## config.mk

```make
export PLATFORM = sky130hd
export DESIGN_NAME = da_inner_product
export DESIGN_NICKNAME = d
export VERILOG_FILES = /design/src/rtl/da_lms_pkg.sv /design/src/rtl/da_lut_group.sv /design/src/rtl/da_inner_product.sv
export SDC_FILE = /design/constraint.sdc
export NUM_CORES = 2
export LEC_CHECK = 0
export CAP_MARGIN = 20
export CORE_UTILIZATION = 30
export DETAILED_ROUTE_END_ITERATION = 12
export SYNTH_ARGS = -nofsm -noshare
export SYNTH_HDL_FRONTEND = slang
export SYNTH_SLANG_ARGS = --single-unit
```

## constraint.sdc

```tcl
create_clock -name clk -period 12 [get_ports clk]
set_input_delay 2.4 -clock clk [delete_from_list [all_inputs] [get_ports clk]]
set_output_delay 2.4 -clock clk [all_outputs]
set_load 0.01 [all_outputs]
```

## src/rtl/da_lms_pkg.sv

```systemverilog
// Shared constants and types for the 16-tap DA-LMS filter datapath.
package da_lms_pkg;

  localparam int NTAPS = 16;
  localparam int GRP   = 4;
  localparam int NGRP  = NTAPS / GRP;
  localparam int XW    = 8;
  localparam int WW    = 8;
  localparam int YW    = 20;
  localparam int LUTW  = 10;
  localparam int SW    = 12;

  localparam logic [3:0] E_LAST = 4'd15;
  localparam logic [3:0] B_MSB  = 4'd7;

  typedef enum logic [1:0] {IDLE, FILL, ACC} state_e;

  // Bit offset of tap k in a bus of w-bit lanes.
  function automatic int tap_lsb(input int k, input int w);
    return k * w;
  endfunction

endpackage

```

## src/rtl/da_lut_group.sv

```systemverilog
// Weight-combination LUT for one group of 4 taps: entry e = sum of weights selected by e.
module da_lut_group
  import da_lms_pkg::*;
(
  input  logic                   clk,
  input  logic                   rst,
  input  logic                   we,
  input  logic [3:0]             e,
  input  logic [GRP*WW-1:0]      w,
  input  logic [3:0]             addr,
  output logic signed [LUTW-1:0] q
);

  logic signed [LUTW-1:0] mem [16];
  logic signed [LUTW-1:0] fill_val;

  always_comb begin
    fill_val = '0;
    for (int unsigned i = 0; i < GRP; i++) begin
      if (e[i]) fill_val = fill_val + LUTW'($signed(w[tap_lsb(int'(i), WW) +: WW]));
    end
  end

  always_ff @(posedge clk or negedge rst) begin
    if (!rst) begin
      for (int unsigned j = 0; j < 16; j++) mem[j] <= '0;
    end else if (we) begin
      mem[e] <= fill_val;
    end
  end

  assign q = mem[addr];

endmodule

```

## src/rtl/da_inner_product.sv

```systemverilog
// Bit-serial distributed-arithmetic inner product y = sum(w_k * x_k), 16 taps.
module da_inner_product #(
  parameter int XW = 8,
  parameter int WW = 8,
  parameter int YW = 20
) (
  input  logic               clk,
  input  logic               rst,
  input  logic               start,
  input  logic [16*XW-1:0]   x_bus,
  input  logic [16*WW-1:0]   w_bus,
  output logic               busy,
  output logic               done,
  output logic [YW-1:0]      y
);
  import da_lms_pkg::*;

  state_e                 state, state_nxt;
  logic [3:0]             cnt;
  logic [16*XW-1:0]       x_reg;
  logic [16*WW-1:0]       w_reg;
  logic signed [YW-1:0]   acc, acc_nxt, s_ext;
  logic signed [SW-1:0]   s_sum;
  logic signed [LUTW-1:0] lut_q [NGRP];
  logic [3:0]             addr  [NGRP];
  logic                   fill_we;

  assign fill_we = (state == FILL);

  for (genvar g = 0; g < NGRP; g++) begin : g_lut
    da_lut_group u_lut (
      .clk  (clk),
      .rst  (rst),
      .we   (fill_we),
      .e    (cnt),
      .w    (w_reg[g*GRP*WW +: GRP*WW]),
      .addr (addr[g]),
      .q    (lut_q[g])
    );
  end

  // In ACC the low 3 bits of cnt select the sample bit being consumed.
  always_comb begin
    for (int unsigned g = 0; g < NGRP; g++) begin
      addr[g] = '0;
      for (int unsigned i = 0; i < GRP; i++) begin
        addr[g][i] = x_reg[tap_lsb(int'(GRP*g + i), XW) + int'(cnt[2:0])];
      end
    end
  end

  always_comb begin
    s_sum = '0;
    for (int unsigned g = 0; g < NGRP; g++) s_sum = s_sum + SW'(lut_q[g]);
    s_ext   = YW'(s_sum);
    acc_nxt = (cnt == B_MSB) ? -s_ext : (acc <<< 1) + s_ext;
  end

  always_comb begin
    state_nxt = state;
    case (state)
      IDLE:    if (start) state_nxt = FILL;
      FILL:    if (cnt == E_LAST) state_nxt = ACC;
      ACC:     if (cnt == '0) state_nxt = IDLE;
      default: state_nxt = IDLE;
    endcase
  end

  always_ff @(posedge clk or negedge rst) begin
    if (!rst) state <= IDLE;
    else      state <= state_nxt;
  end

  always_ff @(posedge clk or negedge rst) begin
    if (!rst) begin
      cnt   <= '0;
      x_reg <= '0;
      w_reg <= '0;
      acc   <= '0;
      y     <= '0;
      busy  <= 1'b0;
      done  <= 1'b0;
    end else begin
      done <= 1'b0;
      case (state)
        IDLE: begin
          if (start) begin
            x_reg <= x_bus;
            w_reg <= w_bus;
            busy  <= 1'b1;
            cnt   <= '0;
          end
        end
        FILL: cnt <= (cnt == E_LAST) ? B_MSB : cnt + 4'd1;
        ACC: begin
          acc <= acc_nxt;
          if (cnt == '0) begin
            y    <= acc_nxt;
            done <= 1'b1;
            busy <= 1'b0;
          end else begin
            cnt <= cnt - 4'd1;
          end
        end
        default: ;
      endcase
    end
  end

endmodule

```

==> summary.md <==
| Metric | Value |
|---|---|
| Worst r2r src | `cnt[0]` |
| Port bufs | `280` |
| H-Tree Depth | `3` |
| WHS | `approximately 470 ps` |
| CP startpoint kind | `flip-flop` |
| P&R area growth vs syn | `17.32%` |
| CTS tree | `done` |
| Hold Path Class | `reg2reg` |
| Root Buffer | `clkbuf_16` |
| Fin. Hold Viols | `0` |
| Status | `finished with violations` |
| Vias/cell | `approximately 5` |
| Hold path depth | `2` |
| CTS Hold Buffers Added | `0` |
| CP Max Fanout | `48` |
| Initial Util | `between 30% and 40%` |
| I/O pin count | `281` |
| Drt initial violations | `2817` |
| Finished Layout Cells | `7388` |
| Main synth FF type | `dfrtp_1` |
| DRC | `16` |
| Worst reg-to-reg path cell count | `25` |
| Max Root-Sink Buffers | `3` |
| Register bit count reported by yosys | `943` |
| Register area share after synthesis | `a little under half` |
| Placeable Area | `165000 um2` |
| Synth cell types | `73` |
| Total wire length | `~150 mm` |
| Clock skew | `28.63 ps` |
| Max-Cap Viols | `0` |
| GRT Overall Usage | `between 10% and 20%` |
| HP Start | `g_lut[0].u_lut.mem[88]` |
| F_max | `0.1080 GHz` |
| Post-DP HPWL | `around 99 mm` |
| Later-pin clock latency in the skew report | `between 700 and 800 ps` |
| Site row count | `around 150` |
| RSZ-0062 raised after global routing | `false` |
| Vias in the first global route | `37720` |
| Setup violators final | `0` |
| Net count after synthesis | `5429` |
| Clk slew on worst S/H paths | `60 ps` |
| Max FFs per register | `640` |
| Dpl cells | `7197` |
| Post-Syn Area per Cell | `9.993 um2` |
| Initial DRT Pass Iterations | `9` |
| Max-slew violations | `0` |
| CP endpoint kind | `flip-flop` |
| Share of cells above drive strength 1 | `a little over an eighth` |
| Postcts setup bufs | `0` |
| Global-route wire length before repair | `229.7 mm` |
| WP data required | `12620 ps` |
| Final core occ | `~35%` |
| Final-stage net count | `roughly 5600` |
| WL/cell | `20.02 um` |
| Cell Area, Synth | `49900 um2` |
| Detail Route Antenna Nets | `0` |
| R2r setup slk | `2740 ps` |
| # clock sinks | `943` |
| WS Path Type | `reg2reg` |
| Worst hold endpoint | `g_lut[0].u_lut.mem[88]` |
| Fin crit share | `77.16%` |
| Least-Margin Pin Slew | `1141 ps` |
| Final min period | `9259 ps` |
| CTS buffer count | `100` |
| Chip width | `roughly 400 um` |
| Post-synth EDFFs | `0` |
| Vias | `37827` |
| Synth Instances | `~5000` |
| Routability cong. | `a little over 0.8` |
| Arr. time, crit path | `9880 ps` |
| Antenna violations before repair | `4` |
| Failing checks | `DRC` |
| Largest net degree at the start of global routing | `176` |
| Die area | `about 170000 um2` |
| Syn. warnings | `0` |
| Async SR Flop Fraction | `100.0%` |
| Max-slew headroom | `23.93%` |
| Post-cts sizing count | `0` |
| Setup tns final | `0 ps` |
| Reg2reg end | `y[19]` |
| Die Span Y | `roughly 410 um` |
| Filler instances | `16539` |
| GRT overflow | `0` |
logic make-up (layout without fill, tap and decap cells):
family          count (synthesis)  after routing  share of synthesized area [%]
other cells                     0              1                              0
buf+inv                       469            674                          3.954
fa+ha+maj                     177            177                          4.950
xor+xnor                       87             87                          1.527
flops                         943            943                          47.29
compound gates               1258           1258                          14.84
mux                           601            601                          14.63
simple gates                 1458           1458                          12.80
Yosys cell counts, types with 10 or more instances:
cell type,instances,area (um2)
clkbuf_1,242,908.4
a21o_1,31,232.7
nand2_1,910,3416
nand3_1,98,490.5
a211oi_1,128,960.9
a211o_1,28,245.2
xor2_1,25,219.0
mux4_2,72,1622
buf_2,47,235.2
a311oi_1,34,297.8
nor2b_1,31,193.9
a21oi_1,164,820.8
a21boi_0,10,75.07
inv_1,123,461.7
o211ai_1,31,232.7
fa_1,34,680.7
buf_4,26,195.2
a31oi_1,44,275.3
nand4_1,29,181.4
o21ai_0,681,3408
nor2_1,151,566.8
dfrtp_1,943,23600
or3_1,51,319.1
buf_1,19,71.32
or4_1,17,127.6
o31ai_1,24,180.2
nand2b_1,15,93.84
ha_1,143,1789
nor3_1,28,140.1
o21a_1,25,187.7
o21bai_1,21,157.7
xnor2_1,62,543.0
mux2i_1,234,2342
and2_1,90,563.0
mux2_2,292,3288
cell type report:
| class | instances | area (um2) | share of cell area (%) |
|---|---|---|---|
| multi-input combinational | 3581 | 24710 | 42.21 |
| timing repair buffer | 372 | 3656 | 6.245 |
| inverter | 125 | 471.7 | 0.8058 |
| clock buffer | 145 | 2954 | 5.046 |
| clock inverter | 32 | 401.6 | 0.6861 |
| sequential | 943 | 23610 | 40.33 |
| tap | 2189 | 2739 | 4.679 |
| antenna | 1 | 2.502 | 0.004275 |
stage by stage:
step,area [um2],setup WS [ps]
global route,58540,2258
finish,58540,2741
floorplan,49900,4810
CTS,58330,2744
global placement,54980,2956
detailed placement,54980,2764
cell usage in the layout, fill, tap and decap left out, drive strengths merged, types with 25 or more instances in the layout:
cell           netlist  final
a211o               28     28
nor2b               31     31
clkdlybuf4s50        0    279
mux2               292    292
a21oi              164    164
nand4               29     29
o21ai              682    682
buf                 99     92
and2                91     91
o211ai              31     31
clkbuf             245    146
mux2i              237    237
xor2                25     25
dfrtp              943    943
fa                  34     34
inv                124    130
nor2               151    151
nand2              911    911
or3                 51     51
a311oi              34     34
a211oi             128    128
a31oi               44     44
a21o                31     31
ha                 143    143
mux4                72     72
nand3               98     98
xnor2               62     62
o21a                25     25
nor3                28     28
per-layer routing:
layer  vias up  global-route usage [%]  share of wire, %
met5         -                       0             0.036
met4         8                   5.835               3.0
met3       229                   3.172               6.4
met2       985                   28.67                47
met1     18725                   23.26                44
li1      17880                       -                 -
how the worst max path moves through the flow:
stage	startpoint	endpoint	slack [ps]	cells past startpoint
2_1_floorplan	cnt[0]	y[19]	4810	25
3_3_place_gp	cnt[0]	y[19]	2960	24
3_5_place_dp	cnt[0]	y[19]	2760	24
4_1_cts	cnt[0]	y[19]	2740	24
5_1_grt	cnt[0]	y[19]	2260	24
6_report	cnt[0]	y[19]	2740	25
critical path: stages (launching register included):
cell	delay (ps)
dfrtp_4	970
mux4_2	630
mux2i_4	150
buf_4	520
buf_4	620
mux2i_1	140
mux4_2	480
a21o_1	240
fa_1	400
inv_1	80
fa_1	420
ha_1	260
fa_1	410
a21o_1	190
o2bb2ai_1	150
o21a_1	240
mux2i_1	190
nor2_1	720
ha_1	460
and4_1	270
and3_1	200
a211oi_1	350
nor2_1	130
a311o_1	340
o211a_1	130
a221o_1	250
Power is left out: the tool's default activity adds up to more than one toggle a clock period on the data nets, which glitch-free logic cannot reach.
